`src/rtl/decode_stage.sv`:
```
// Decode stage: one instruction per cycle into a registered issue bundle, with an
// NREG x DW register file, a pending-write scoreboard and writeback bypass.
module decode_stage #(
   parameter int DW   = 4,
   parameter int NREG = 2,
   parameter int RW   = $clog2(NREG),
   parameter int IW   = 4 + 2*RW + DW
) (
   input  logic          clk,
   input  logic          rst,
   input  logic          in_valid,
   output logic          in_ready,
   input  logic [IW-1:0] inst,
   input  logic          wb_en,
   input  logic [RW-1:0] wb_addr,
   input  logic [DW-1:0] wb_data,
   input  logic          flush,
   output logic          out_valid,
   input  logic          out_ready,
   output logic [DW-1:0] op_a,
   output logic [DW-1:0] op_b,
   output logic          is_imm,
   output logic          is_jump,
   output logic          is_jnc,
   output logic          mem_w,
   output logic [RW-1:0] s_reg,
   output logic          out_en,
   output logic          illegal
);

   logic [DW-1:0]   regs [NREG];
   logic [NREG-1:0] pend;
   logic [NREG-1:0] pend_next;

   logic [3:0]    op;
   logic [RW-1:0] rd;
   logic [RW-1:0] rs;
   logic [DW-1:0] imm;

   assign op  = inst[IW-1 -: 4];
   assign rd  = inst[DW+2*RW-1 -: RW];
   assign rs  = inst[DW+RW-1 -: RW];
   assign imm = inst[DW-1:0];

   logic [DW-1:0] rd_val;
   logic [DW-1:0] rs_val;

   assign rd_val = (wb_en && wb_addr == rd) ? wb_data : regs[rd];
   assign rs_val = (wb_en && wb_addr == rs) ? wb_data : regs[rs];

   logic          uses_rd;
   logic          uses_rs;
   logic [DW-1:0] d_a;
   logic [DW-1:0] d_b;
   logic          d_imm;
   logic          d_jump;
   logic          d_jnc;
   logic          d_memw;
   logic          d_out;
   logic          d_ill;
   logic [RW-1:0] d_sreg;

   always_comb begin
      uses_rd = 1'b0;
      uses_rs = 1'b0;
      d_a     = '0;
      d_b     = '0;
      d_imm   = 1'b0;
      d_jump  = 1'b0;
      d_jnc   = 1'b0;
      d_memw  = 1'b0;
      d_out   = 1'b0;
      d_ill   = 1'b0;
      case (op)
         4'b0000: begin uses_rd = 1'b1; d_a = rd_val; d_b = imm; d_imm = 1'b1; d_memw = 1'b1; end
         4'b0101: begin uses_rd = 1'b1; uses_rs = 1'b1; d_a = rd_val; d_b = rs_val; d_memw = 1'b1; end
         4'b0011: begin d_b = imm; d_imm = 1'b1; d_memw = 1'b1; end
         4'b0001: begin uses_rs = 1'b1; d_a = rs_val; d_memw = 1'b1; end
         4'b0010: d_memw = 1'b1;
         4'b1001: begin uses_rs = 1'b1; d_a = rs_val; d_out = 1'b1; end
         4'b1011: begin d_b = imm; d_imm = 1'b1; d_out = 1'b1; end
         4'b1111: begin d_b = imm; d_imm = 1'b1; d_jump = 1'b1; end
         4'b1110: begin d_b = imm; d_imm = 1'b1; d_jump = 1'b1; d_jnc = 1'b1; end
         4'b1000: ;
         default: d_ill = 1'b1;
      endcase
   end

   // s_reg is only meaningful when the result is written back; zero otherwise
   assign d_sreg = d_memw ? rd : '0;

   logic busy_rd;
   logic busy_rs;
   logic hazard;
   logic accept;
   logic cancel;

   assign busy_rd  = pend[rd] && !(wb_en && wb_addr == rd);
   assign busy_rs  = pend[rs] && !(wb_en && wb_addr == rs);
   assign hazard   = (uses_rd && busy_rd) || (uses_rs && busy_rs);
   assign in_ready = rst && !flush && !hazard && (!out_valid || out_ready);
   assign accept   = in_valid && in_ready;
   // an entry EX takes in the flush cycle is committed and still owes a writeback
   assign cancel   = flush && out_valid && !out_ready;

   always_comb begin
      pend_next = pend;
      if (wb_en)
         pend_next[wb_addr] = 1'b0;
      if (cancel && mem_w)
         pend_next[s_reg] = 1'b0;
      if (accept && d_memw)
         pend_next[rd] = 1'b1;
   end

   always_ff @(posedge clk) begin
      if (!rst) begin
         pend      <= '0;
         out_valid <= 1'b0;
         op_a      <= '0;
         op_b      <= '0;
         is_imm    <= 1'b0;
         is_jump   <= 1'b0;
         is_jnc    <= 1'b0;
         mem_w     <= 1'b0;
         s_reg     <= '0;
         out_en    <= 1'b0;
         illegal   <= 1'b0;
         for (int i = 0; i < NREG; i++)
            regs[i] <= '0;
      end else begin
         pend <= pend_next;
         if (wb_en)
            regs[wb_addr] <= wb_data;
         if (flush) begin
            out_valid <= 1'b0;
         end else if (accept) begin
            out_valid <= 1'b1;
            op_a      <= d_a;
            op_b      <= d_b;
            is_imm    <= d_imm;
            is_jump   <= d_jump;
            is_jnc    <= d_jnc;
            mem_w     <= d_memw;
            s_reg     <= d_sreg;
            out_en    <= d_out;
            illegal   <= d_ill;
         end else if (out_ready) begin
            out_valid <= 1'b0;
         end
      end
   end

endmodule

```
`config.mk`:
```
export PLATFORM = sky130hd
export DESIGN_NAME = decode_stage
export DESIGN_NICKNAME = d
export VERILOG_FILES = /design/src/rtl/decode_stage.sv
export SDC_FILE = /design/constraint.sdc
export NUM_CORES = 1
export LEC_CHECK = 0
export CAP_MARGIN = 15
export CORE_MARGIN = 1.5
export CORE_UTILIZATION = 54
export DETAILED_ROUTE_END_ITERATION = 6
export HOLD_SLACK_MARGIN = 0.08
export PLACE_DENSITY = 0.85
export SLEW_MARGIN = 20
export SYNTH_ARGS = -nofsm -noshare
export SYNTH_HDL_FRONTEND = slang
export SYNTH_SLANG_ARGS = --single-unit
```
`constraint.sdc`:
```
create_clock -name clk -period 3.8 [get_ports clk]
set_clock_uncertainty 0.15 [all_clocks]
set_input_delay 0.38 -clock clk [delete_from_list [all_inputs] [get_ports clk]]
set_output_delay 0.38 -clock clk [all_outputs]
set_load 0.01 [all_outputs]
```
Word-level counts from Yosys, hierarchy flattened
Memories as Yosys holds them, arrays and structs flattened.
Cells that the tools add are included.
{"block": "op_classes", "magnitude_cmp": 7, "n_eq_ne": 11, "muxes": 35, "bitwise": 7, "reduce_logical": 38}
{"op": "$mux 1", "n": 24}
{"op": "$eq 4x4->1 const B", "n": 5}
{"op": "$logic_and 1x1->1", "n": 17}
{"op": "$pmux 4 s2", "n": 2}
{"op": "$mux 4", "n": 3}
{"op": "$reduce_or 10->1", "n": 1}
{"op": "$reduce_or 2->1", "n": 5}
{"op": "$reduce_or 5->1", "n": 2}
{"op": "$eq 4x2->1 const B", "n": 2}
{"op": "$lt 1x2->1 const B", "n": 4}
{"op": "$logic_not 1->1", "n": 6}
{"op": "$mux 2", "n": 3}
{"op": "$and 2x2->2", "n": 2}
{"op": "$eq 4x1->1 const B", "n": 1}
{"op": "$eq 4x3->1 const B", "n": 1}
{"op": "$logic_not 4->1", "n": 1}
{"op": "$not 2->2", "n": 2}
{"op": "$reduce_or 4->1", "n": 1}
{"op": "$demux 1 s1", "n": 3}
{"op": "$ge 1x1->1 const B", "n": 3}
{"op": "$reduce_or 3->1", "n": 1}
{"op": "$eq 1x1->1", "n": 2}
{"op": "$logic_or 1x1->1", "n": 2}
{"op": "$not 1->1", "n": 2}
{"op": "other kinds (3)", "n": 3}
{"block": "word_totals", "regBits": 18, "mem_bits_rw": 8, "inputBits": 21, "output_inout_bits": 17, "wordCells": 110, "mem_count": 1}
{"name": "regs", "words": 2, "word_bits": 4, "read_ports": 2, "rd_clocked_by_memory_dff": 0, "wr": 2, "line": "31", "text": "logic [DW-1:0] regs [NREG];"}

Logic depth before layout (Yosys ltp)
Gate-level depths: netlist (run 1).
{"block": "logic_depth", "depth_word": 12, "ltp_mapped": 8, "ltp_nobuf": 5}

Least setup slack after synthesis (run 1)
OpenSTA, ideal clock, no wires.
{"block": "synth_timing", "path_kind": "input to output", "start": "in inst[6]", "end": "out in_ready", "arrival_time_ns": 1.495, "t_required_ns": 3.270, "slack_ns": 1.775, "path_stages": 6, "n_path_buf": 2, "cell_sequence": "buf_4 xor2_2 nor3_2 a21oi_1 buf_2 and3_1"}
{"block": "synth_between", "elab_chain_len": 8, "elab_cells_between_ends": 14, "classes_between": "eq/ne (3); mux (2); reduce/logical (9)"}
{"item": "start, declared", "line": "13", "text": "input logic [IW-1:0] inst,"}
{"item": "$eq 4x4->1 (tied with other cells)", "line": "74", "text": "case (op)"}
{"item": "$reduce_or 3->1 (no source line) / $reduce_or 2->1 (equally long branches)"}
{"item": "$mux 1", "line": "74"}
{"item": "$logic_and 1x1->1", "line": "100", "text": "assign hazard = (uses_rd && busy_rd) || (uses_rs && busy_rs);"}
{"item": "$logic_or 1x1->1 (*)", "line": "100"}
{"item": "$logic_not 1->1 (*)", "line": "101", "text": "assign in_ready = rst && !flush && !hazard && (!out_valid || out_ready);"}
{"item": "$logic_and 1x1->1 (*) (2 in a row)", "line": "101"}
{"item": "end, declared", "line": "12", "text": "output logic in_ready,"}
Every way passes the cells marked *; elsewhere a longest branch is shown, timed or not.

Worst setup path after layout (run 1)
{"block": "layout_timing", "start": "in inst[4]", "end": "out in_ready"}
{"block": "layout_between", "elab_chain_len": 9, "elab_cells_between_ends": 11, "classes_between": "eq/ne (1); mux (2); reduce/logical (8)"}
{"item": "$eq 1x1->1", "line": "99", "text": "assign busy_rs = pend[rs] && !(wb_en && wb_addr == rs);"}
{"item": "$logic_and 1x1->1", "line": "99"}
{"item": "$logic_not 1->1", "line": "99"}
{"item": "$logic_and 1x1->1 (*)", "line": "99"}
{"item": "$logic_and 1x1->1 (*)", "line": "100"}
{"item": "$logic_or 1x1->1 (*)", "line": "100"}
{"item": "$logic_not 1->1 (*)", "line": "101"}
{"item": "$logic_and 1x1->1 (*) (2 in a row)", "line": "101"}
Every way passes the cells marked *; elsewhere a longest branch is shown, timed or not. The select of a mux whose other input is x is not followed.

==> run summary, run 1 <==
The flow ran to the end, and the final reports show no timing, DRC or antenna violations. After synthesis, the cell types taking the most area are sky130_fd_sc_hd__dfxtp_1, sky130_fd_sc_hd__edfxtp_1, sky130_fd_sc_hd__a21oi_1. The number of pins with negative max-slew slack in the final report is 0.

In this run the tightest slew margin relative to its limit is 0.607. The largest fanout on the critical path came out at 19. The pre-CTS worst setup slack is 0.846 ns. The I/O pin count came out at 38. The total setup violations reported at the end of the flow is 0. TritonCTS built the clock tree. The number of gates resized after CTS was 0. In the routed layout, each cell is associated on average with a via count of 6.44.

The highest ir drop seen on vdd is 0.000206 V. Summed over all nets, the switching power comes to 174 µW. The number of antenna violations at the first check in global routing was 0. The total wire length is 4170 µm.

The number of buffer cells added on primary ports came out at 37. The overall routing resource usage came out at 0.252. CTS saw 26 sinks. The layout filler cell count came out at 255. The total buffers and inverters traversed by the critical path is 2. Once detail routing completed, the nets flagged for antenna violations numbered 0. For this design the ratio of total power to cell area is 296 nW/µm².

The most prevalent standard cell on the critical path is sky130_fd_sc_hd__clkdlybuf4s50_1. The power share of the sequential group came out at 0.520. Data arrives at the worst endpoint at 2.45 ns.

The total number of nets in the final design is 244. The clock latency on the worst-skew pair is 0.35 ns. The logic gate share of total power came out at 0.229. The register bit count reported by yosys came out at 26.

The classification of the worst setup path is in2out. The share of synthesized area in the top cell type comes to 0.215. The worst hold path belongs to the class reg2reg. The floorplan has 20 rows.

The largest registers in the layout are regs: 8 flops, op_a: 4 flops, op_b: 4 flops. The final-report hold violation count is 0. The number of hold buffers added after CTS is 0. The number of design rule violations left after detail routing is 0. The width of the die is 58.8 µm. A synthesized cell averages 8.52 µm².

The worst-case clock buffer depth came out at 2. The cell at the root of the clock tree is sky130_fd_sc_hd__clkbuf_4. The net count of the mapped netlist came out at 218. The antenna cell count is 0. The worst setup path is launched from an input port. STA classifies the critical path endpoint as a primary output.

The commonest cells after synthesis are sky130_fd_sc_hd__a21oi_1, sky130_fd_sc_hd__dfxtp_1, sky130_fd_sc_hd__nand2_1, sky130_fd_sc_hd__o21ai_0. The most frequently used flop master after synthesis is sky130_fd_sc_hd__dfxtp_1. The number of synthesized flops with an enable pin is 8. In the finished design, the share of the clock period the worst path needs comes to 0.784. The core outline area came out at 3000 µm².

The number of standard cells after synthesis is 197. The largest individual stage delay along the critical path comes from the cell sky130_fd_sc_hd__clkdlybuf4s50_1. The signal on the critical path passes through clkdlybuf4s50_1 -> mux2i_1 -> a2111o_1 -> and3_1 -> clkdlybuf4s50_1. Broken down by cell family, the worst path's largest delay share belongs to buffers and inverters.

The placed wire-length estimate after detailed placement came out at 3010 µm. Entering global routing, the biggest net connects 22 pins. The number of buffers added by the clock tree synthesis step is 3. The violation count after the first detailed-route iteration is 71. The final weighted congestion in routability-driven placement is 0.898.

The max-capacitance violation count is 0. The via count of the first global-routing pass is 1,496. The starting density of the core is 0.559. The H-tree level count is 1. The overall die area is 3450 µm². Setup repair after global routing left no endpoint under its margin. The global-route wire length before repair is 6650 µm. During synthesis, Yosys emitted a total of 0 warnings. The count of distinct cell types in the synthesized netlist came out at 40. The height of the chip came out at 58.8 µm.

The post-route setup TNS came out at 0 ns. At the pin with the least slew margin, the transition time is 0.588 ns. Counting flops per register, the top entry is regs. The top cell type by total area after synthesis is sky130_fd_sc_hd__dfxtp_1. After clock tree synthesis, the clock-pin slew on the worst setup and hold paths is 0.16 ns. The share of cells above drive strength 1 is 0.0405. The cell area after synthesis is 1680 µm². In the synthesized netlist the async set-or-reset flop fraction comes to 0. The upper clock frequency limit is 0.336 GHz.

The largest single stage delay on the critical path is 0.84 ns. The average routed wire per standard cell is 16.4 µm. In the post-synthesis netlist, the cell with the most instances is sky130_fd_sc_hd__a21oi_1. The flip-flop count of the largest register after layout is 8.

Buffers added to address setup during post-CTS repair amount to 0. The internal power contribution is 423 µW. Relative to the synthesized area, the layout overhead comes to 20.0%. The detailed router placed 1,641 vias in this run. The number of iterations in the first detailed-routing pass came out at 4. Counting I/O delays and the setup requirement, the final critical path takes 2.98 ns.

The worst path meets setup with 0.821 ns of slack. After global routing the overflow that remains totals 0. The worst endpoint required time is 3.27 ns. In this run the static leakage power is 0.693 nW. The portion of the post-synthesis area used by sequential elements came out at 0.358. The clock share of power came out at 0.251. The switching power as a share of total power is 0.292.
-- power by group through the flow --
stage                     logic [mW]  registers, mW  clock network, mW
after floorplan               0.0876          0.316                  0
after global placement         0.132          0.316                  0
after detailed placement       0.135          0.316                  0
after CTS                      0.135          0.310              0.150
after global routing           0.149          0.312              0.159
final                          0.137          0.311              0.150
-- worst register-to-register path, delay by kind of cell (launching register included) --
| kind | cells | cell delay [ns] |
|---|---|---|
| muxes | 1 | 0.09 |
| AOI/OAI and AO/OA | 2 | 0.71 |
| and+or+nand+nor | 2 | 0.51 |
| DFF | 1 | 0.39 |
-- placed cells by master, fill, tap and decap left out, drive strengths merged, types with 2 or more instances in the layout --
cell type / n
a2111oi: 4
a211oi: 4
a21boi: 5
a21oi: 28
a221o: 4
a311oi: 4
a32oi: 4
and2: 2
and3: 10
and3b: 4
buf: 2
clkbuf: 4
clkdlybuf4s50: 37
clkinv: 2
dfxtp: 18
edfxtp: 8
inv: 2
mux2i: 2
nand2: 16
nand2b: 10
nand3: 4
nand4: 3
nor2: 4
nor2b: 2
nor3: 5
nor3b: 5
o21ai: 11
o22ai: 8
or4: 2
xnor2: 2
-- final cells by class --
class | count | area, µm² | share of cell area
multi-input combinational | 149 | 937 | 0.465
sequential | 26 | 601 | 0.298
timing repair buffer | 39 | 385 | 0.191
tap | 33 | 41.3 | 0.0205
clock buffer | 4 | 36.3 | 0.0180
inverter | 4 | 15.0 | 0.00745
-- routing by layer --
layer | GRT usage | wire length, µm | vias to the layer above
met3 | 0.0418 | 283 | 9
met2 | 0.392 | 1980 | 73
li1 | - | - | 803
met4 | 0.123 | 83 | 0
met1 | 0.339 | 1820 | 756
met5 | 0 | 0 | -
-- path summary, 6_finish.rpt --
path,startpoint,end,slack [ns],cells after the start
hold / removal,out_en,out_en,0.34,2
setup reg to reg,pend[1],op_b[0],1.87,5
setup / recovery,inst[4],in_ready,0.82,5
hold reg to reg,out_en,out_en,0.34,2
-- metrics by stage --
step | instances | hold slack (ns) | instance area (µm²) | util | total power [mW]
6_report | 255 | 0.340 | 2020 | 0.671 | 0.597
5_1_grt | 255 | 0.358 | 2020 | 0.671 | 0.621
4_1_cts | 255 | 0.337 | 2020 | 0.671 | 0.595
3_5_place_dp | 251 | 0.316 | 1980 | 0.659 | 0.451
3_3_place_gp | 251 | 0.310 | 1980 | 0.659 | 0.447
2_1_floorplan | 197 | 0.310 | 1680 | - | 0.403
-- kinds of logic (layout without fill, tap and decap cells) --
logic type / count (synthesis) / after routing / synth area share
and+or+nand+nor: 69 / 69 / 0.235
xor gates and xnor gates: 3 / 3 / 0.0201
muxes: 2 / 2 / 0.0119
AOI/OAI and AO/OA: 75 / 75 / 0.291
DFF: 26 / 26 / 0.358
buffers and inverters: 22 / 47 / 0.0842
Power figures use the tool's default switching activity.
==> run 2: changes to the inputs <==
--- a/config.mk
+++ b/config.mk
@@ -7,10 +7,10 @@
 export LEC_CHECK = 0
 export CAP_MARGIN = 15
 export CORE_MARGIN = 1.5
-export CORE_UTILIZATION = 54
+export CORE_UTILIZATION = 50
 export DETAILED_ROUTE_END_ITERATION = 6
 export HOLD_SLACK_MARGIN = 0.08
-export PLACE_DENSITY = 0.85
+export PLACE_DENSITY = 0.8
 export SLEW_MARGIN = 20
 export SYNTH_ARGS = -nofsm -noshare
 export SYNTH_HDL_FRONTEND = slang
==> constraint.sdc (replaced) <==
create_clock -name clk -period 3.1 [get_ports clk]
set_clock_uncertainty 0.15 [all_clocks]
set_input_delay 0.31 -clock clk [delete_from_list [all_inputs] [get_ports clk]]
set_output_delay 0.31 -clock clk [all_outputs]
set_load 0.01 [all_outputs]
==> run summary, run 2 (synthesis gave the netlist of run 1 again) <==
The run finished with clean final reports. For this run, the share of the core covered by cells in the final layout is 0.654. The worst endpoint required time is 2.64 ns. The antenna violation net count after detailed routing is 0. The total buffers and inverters traversed by the critical path came out at 2. The flip-flop count of the largest register after layout is 8. The number of buffer cells added on primary ports came out at 37.

The total power divided by cell area came out at 360 nW/µm². The tree is rooted in a sky130_fd_sc_hd__clkbuf_4. The clock tree from TritonCTS is built. The number of design rule violations left after detail routing is 0.

The average routed wire per standard cell is 16.7 µm. The critical path goes through clkdlybuf4s50_1 -> xor2_2 -> nor3_2 -> a21oi_1 -> and3_1 -> clkdlybuf4s50_1. The clock share of power is 0.246. The data arrival time at the worst-slack endpoint is 2.33 ns. The delay of the slowest critical-path stage is 0.58 ns. For the worst flop-to-flop path, the logic depth is 5. The largest net degree at the start of global routing came out at 18. The switching power as a share of total power is 0.293. The total wire length is 4480 µm. The worst setup path is captured at a primary output. The number of buffers added by the clock tree synthesis step came out at 3. In the final layout, the registers with the most flip-flops are regs: 8 flops, op_a: 4 flops, op_b: 4 flops. The width of the die came out at 61.0 µm. The number of buffers added for setup after CTS came out at 0. The post-route minimum period came out at 2.79 ns.

The final-report hold violation count came out at 0. The share of cells above drive strength 1 came out at 0.0491. The final weighted congestion in routability-driven placement is 0.867. The static leakage came out at 0.703 nW. The classification of the worst setup path is in2out. Grouping stages by cell kind, the critical path spends the most delay in buffers and inverters. The clock latency on the worst-skew pair came out at 0.34 ns.

Setup repair after global routing left no endpoint under its margin. The overall routing resource usage is 0.261. The placement row count came out at 20. The cell that appears most often on the critical path is sky130_fd_sc_hd__clkdlybuf4s50_1. The post-route setup TNS came out at 0 ns. Cell internal power was estimated by the tool at 520 µW. The share of the clock period used by the worst path is 0.899. The placed wire-length estimate after detailed placement came out at 3350 µm. Along the worst path, the maximum fanout reaches 10. The post-CTS clock slew at the launch and capture registers of the worst setup and hold paths is 0.14 ns. The path with the worst hold slack has its endpoint at is_jnc. The number of pins with negative max-slew slack in the final report came out at 0. The number of hold buffers added after CTS is 0. The launch instance of the worst register-to-register path is pend[1]. The end of the worst register-to-register path is op_a[2]. The startpoint identified for the worst hold timing path is is_jnc. After the last flow step, the layout net total stands at 246.

The core outline area is 3130 µm². The starting density of the core is 0.537. In this run the worst hold path is classified as reg2reg.

For the pin with the worst max-slew slack, the measured transition is 0.574 ns. The via count of the first global-routing pass is 1,600. Setup violations remaining at the end of the flow were counted as 0. 38 I/O pins were placed. The overall die area came out at 3710 µm².

Derived from the worst setup path, the maximum achievable clock frequency is 0.359 GHz. After global routing the overflow that remains totals 0. Among all stages on the critical path, the largest delay is contributed by sky130_fd_sc_hd__clkdlybuf4s50_1. The max-capacitance violation count came out at 0. The per-cell via count in the routed design is 6.30. In this run, post-CTS repair resized a total of 0 instances. STA classifies the critical path startpoint as an input port.

Leaving out fill and tap cells, the most frequent cell in the layout is sky130_fd_sc_hd__clkdlybuf4s50_1. The via count is 1,689. For this design, the sink count on the clock tree is 26. The violation count after the first detailed-route iteration came out at 56. The height of the chip is 61.0 µm. CTS built an H-tree with a depth of 1. The share of total power dissipated in sequential elements is 0.519. The worst-case clock buffer depth came out at 2. The global-route wire length before repair came out at 7180 µm. VDD sags by at most 0.000241 V. The area overhead of the layout relative to synthesis is 21.8%.

The worst hold path was traced through 2 stages. Headroom to the max-slew limit came out at 0.613. The register with the most flip-flops in the final layout is regs.

The antenna cell count is 0. The register-to-register setup slack came out at 1.16 ns. The number of antenna violations at the first check in global routing is 0. In the layout the commonest cells are sky130_fd_sc_hd__clkdlybuf4s50_1, sky130_fd_sc_hd__a21oi_1, sky130_fd_sc_hd__dfxtp_1. The switching power summed over all nets is 216 µW. The first TritonRoute pass finished after 5 iterations. The logic gate share of total power came out at 0.236.
-- run 2: cell types whose count changed in the layout (fill, tap and decap cells not counted) --
cell,change
sky130_fd_sc_hd__buf_4,+2
-- run 2: stage by stage --
step / setup WS (ns) / cells / hold WS (ns) / instance area, µm² / power, mW
after floorplan: 1.22 / 197 / 0.310 / 1680 / 0.495
after global placement: 0.429 / 264 / 0.308 / 2010 / 0.552
after detailed placement: 0.351 / 264 / 0.322 / 2010 / 0.559
after CTS: 0.339 / 268 / 0.343 / 2040 / 0.733
after global routing: 0.248 / 268 / 0.378 / 2040 / 0.759
final: 0.313 / 268 / 0.338 / 2040 / 0.736
-- run 2: power by group through the flow --
stage,Sequential (mW),Combinational [mW],Clock (mW)
final,0.382,0.173,0.181
after global routing,0.383,0.188,0.187
after CTS,0.381,0.171,0.180
after detailed placement,0.389,0.171,0
after global placement,0.388,0.164,0
after floorplan,0.387,0.107,0
-- run 2: area by class of cell --
type	instances	area, µm²
Sequential cell	26	601
Fill cell	278	1080
Timing Repair Buffer	41	400
Tap cell	44	55.1
Inverter	4	15.0
Multi-Input combinational cell	149	937
Clock buffer	4	36.3
-- run 2: how the worst max path moves through the flow --
stage               cells after the start  slack, ns    start  endpoint
floorplan                               6       1.22  inst[6]  in_ready
global placement                        6       0.43  inst[8]  in_ready
detailed placement                      6       0.35  inst[8]  in_ready
CTS                                     6       0.34  inst[8]  in_ready
global route                            6       0.25  inst[8]  in_ready
finish                                  6       0.31  inst[8]  in_ready
-- run 2: tightest hold or removal path, cell delays in order, from the launching register on --
cell and delay [ns]:
sky130_fd_sc_hd__dfxtp_1 0.33, sky130_fd_sc_hd__o21ai_0 0.06, sky130_fd_sc_hd__a21oi_1 0.06
-- run 2: per-layer routing --
metal	GRT usage	part of all wire
met5	0	0
met4	0.106	0.020
met3	0.0362	0.075
met2	0.438	0.47
met1	0.339	0.43
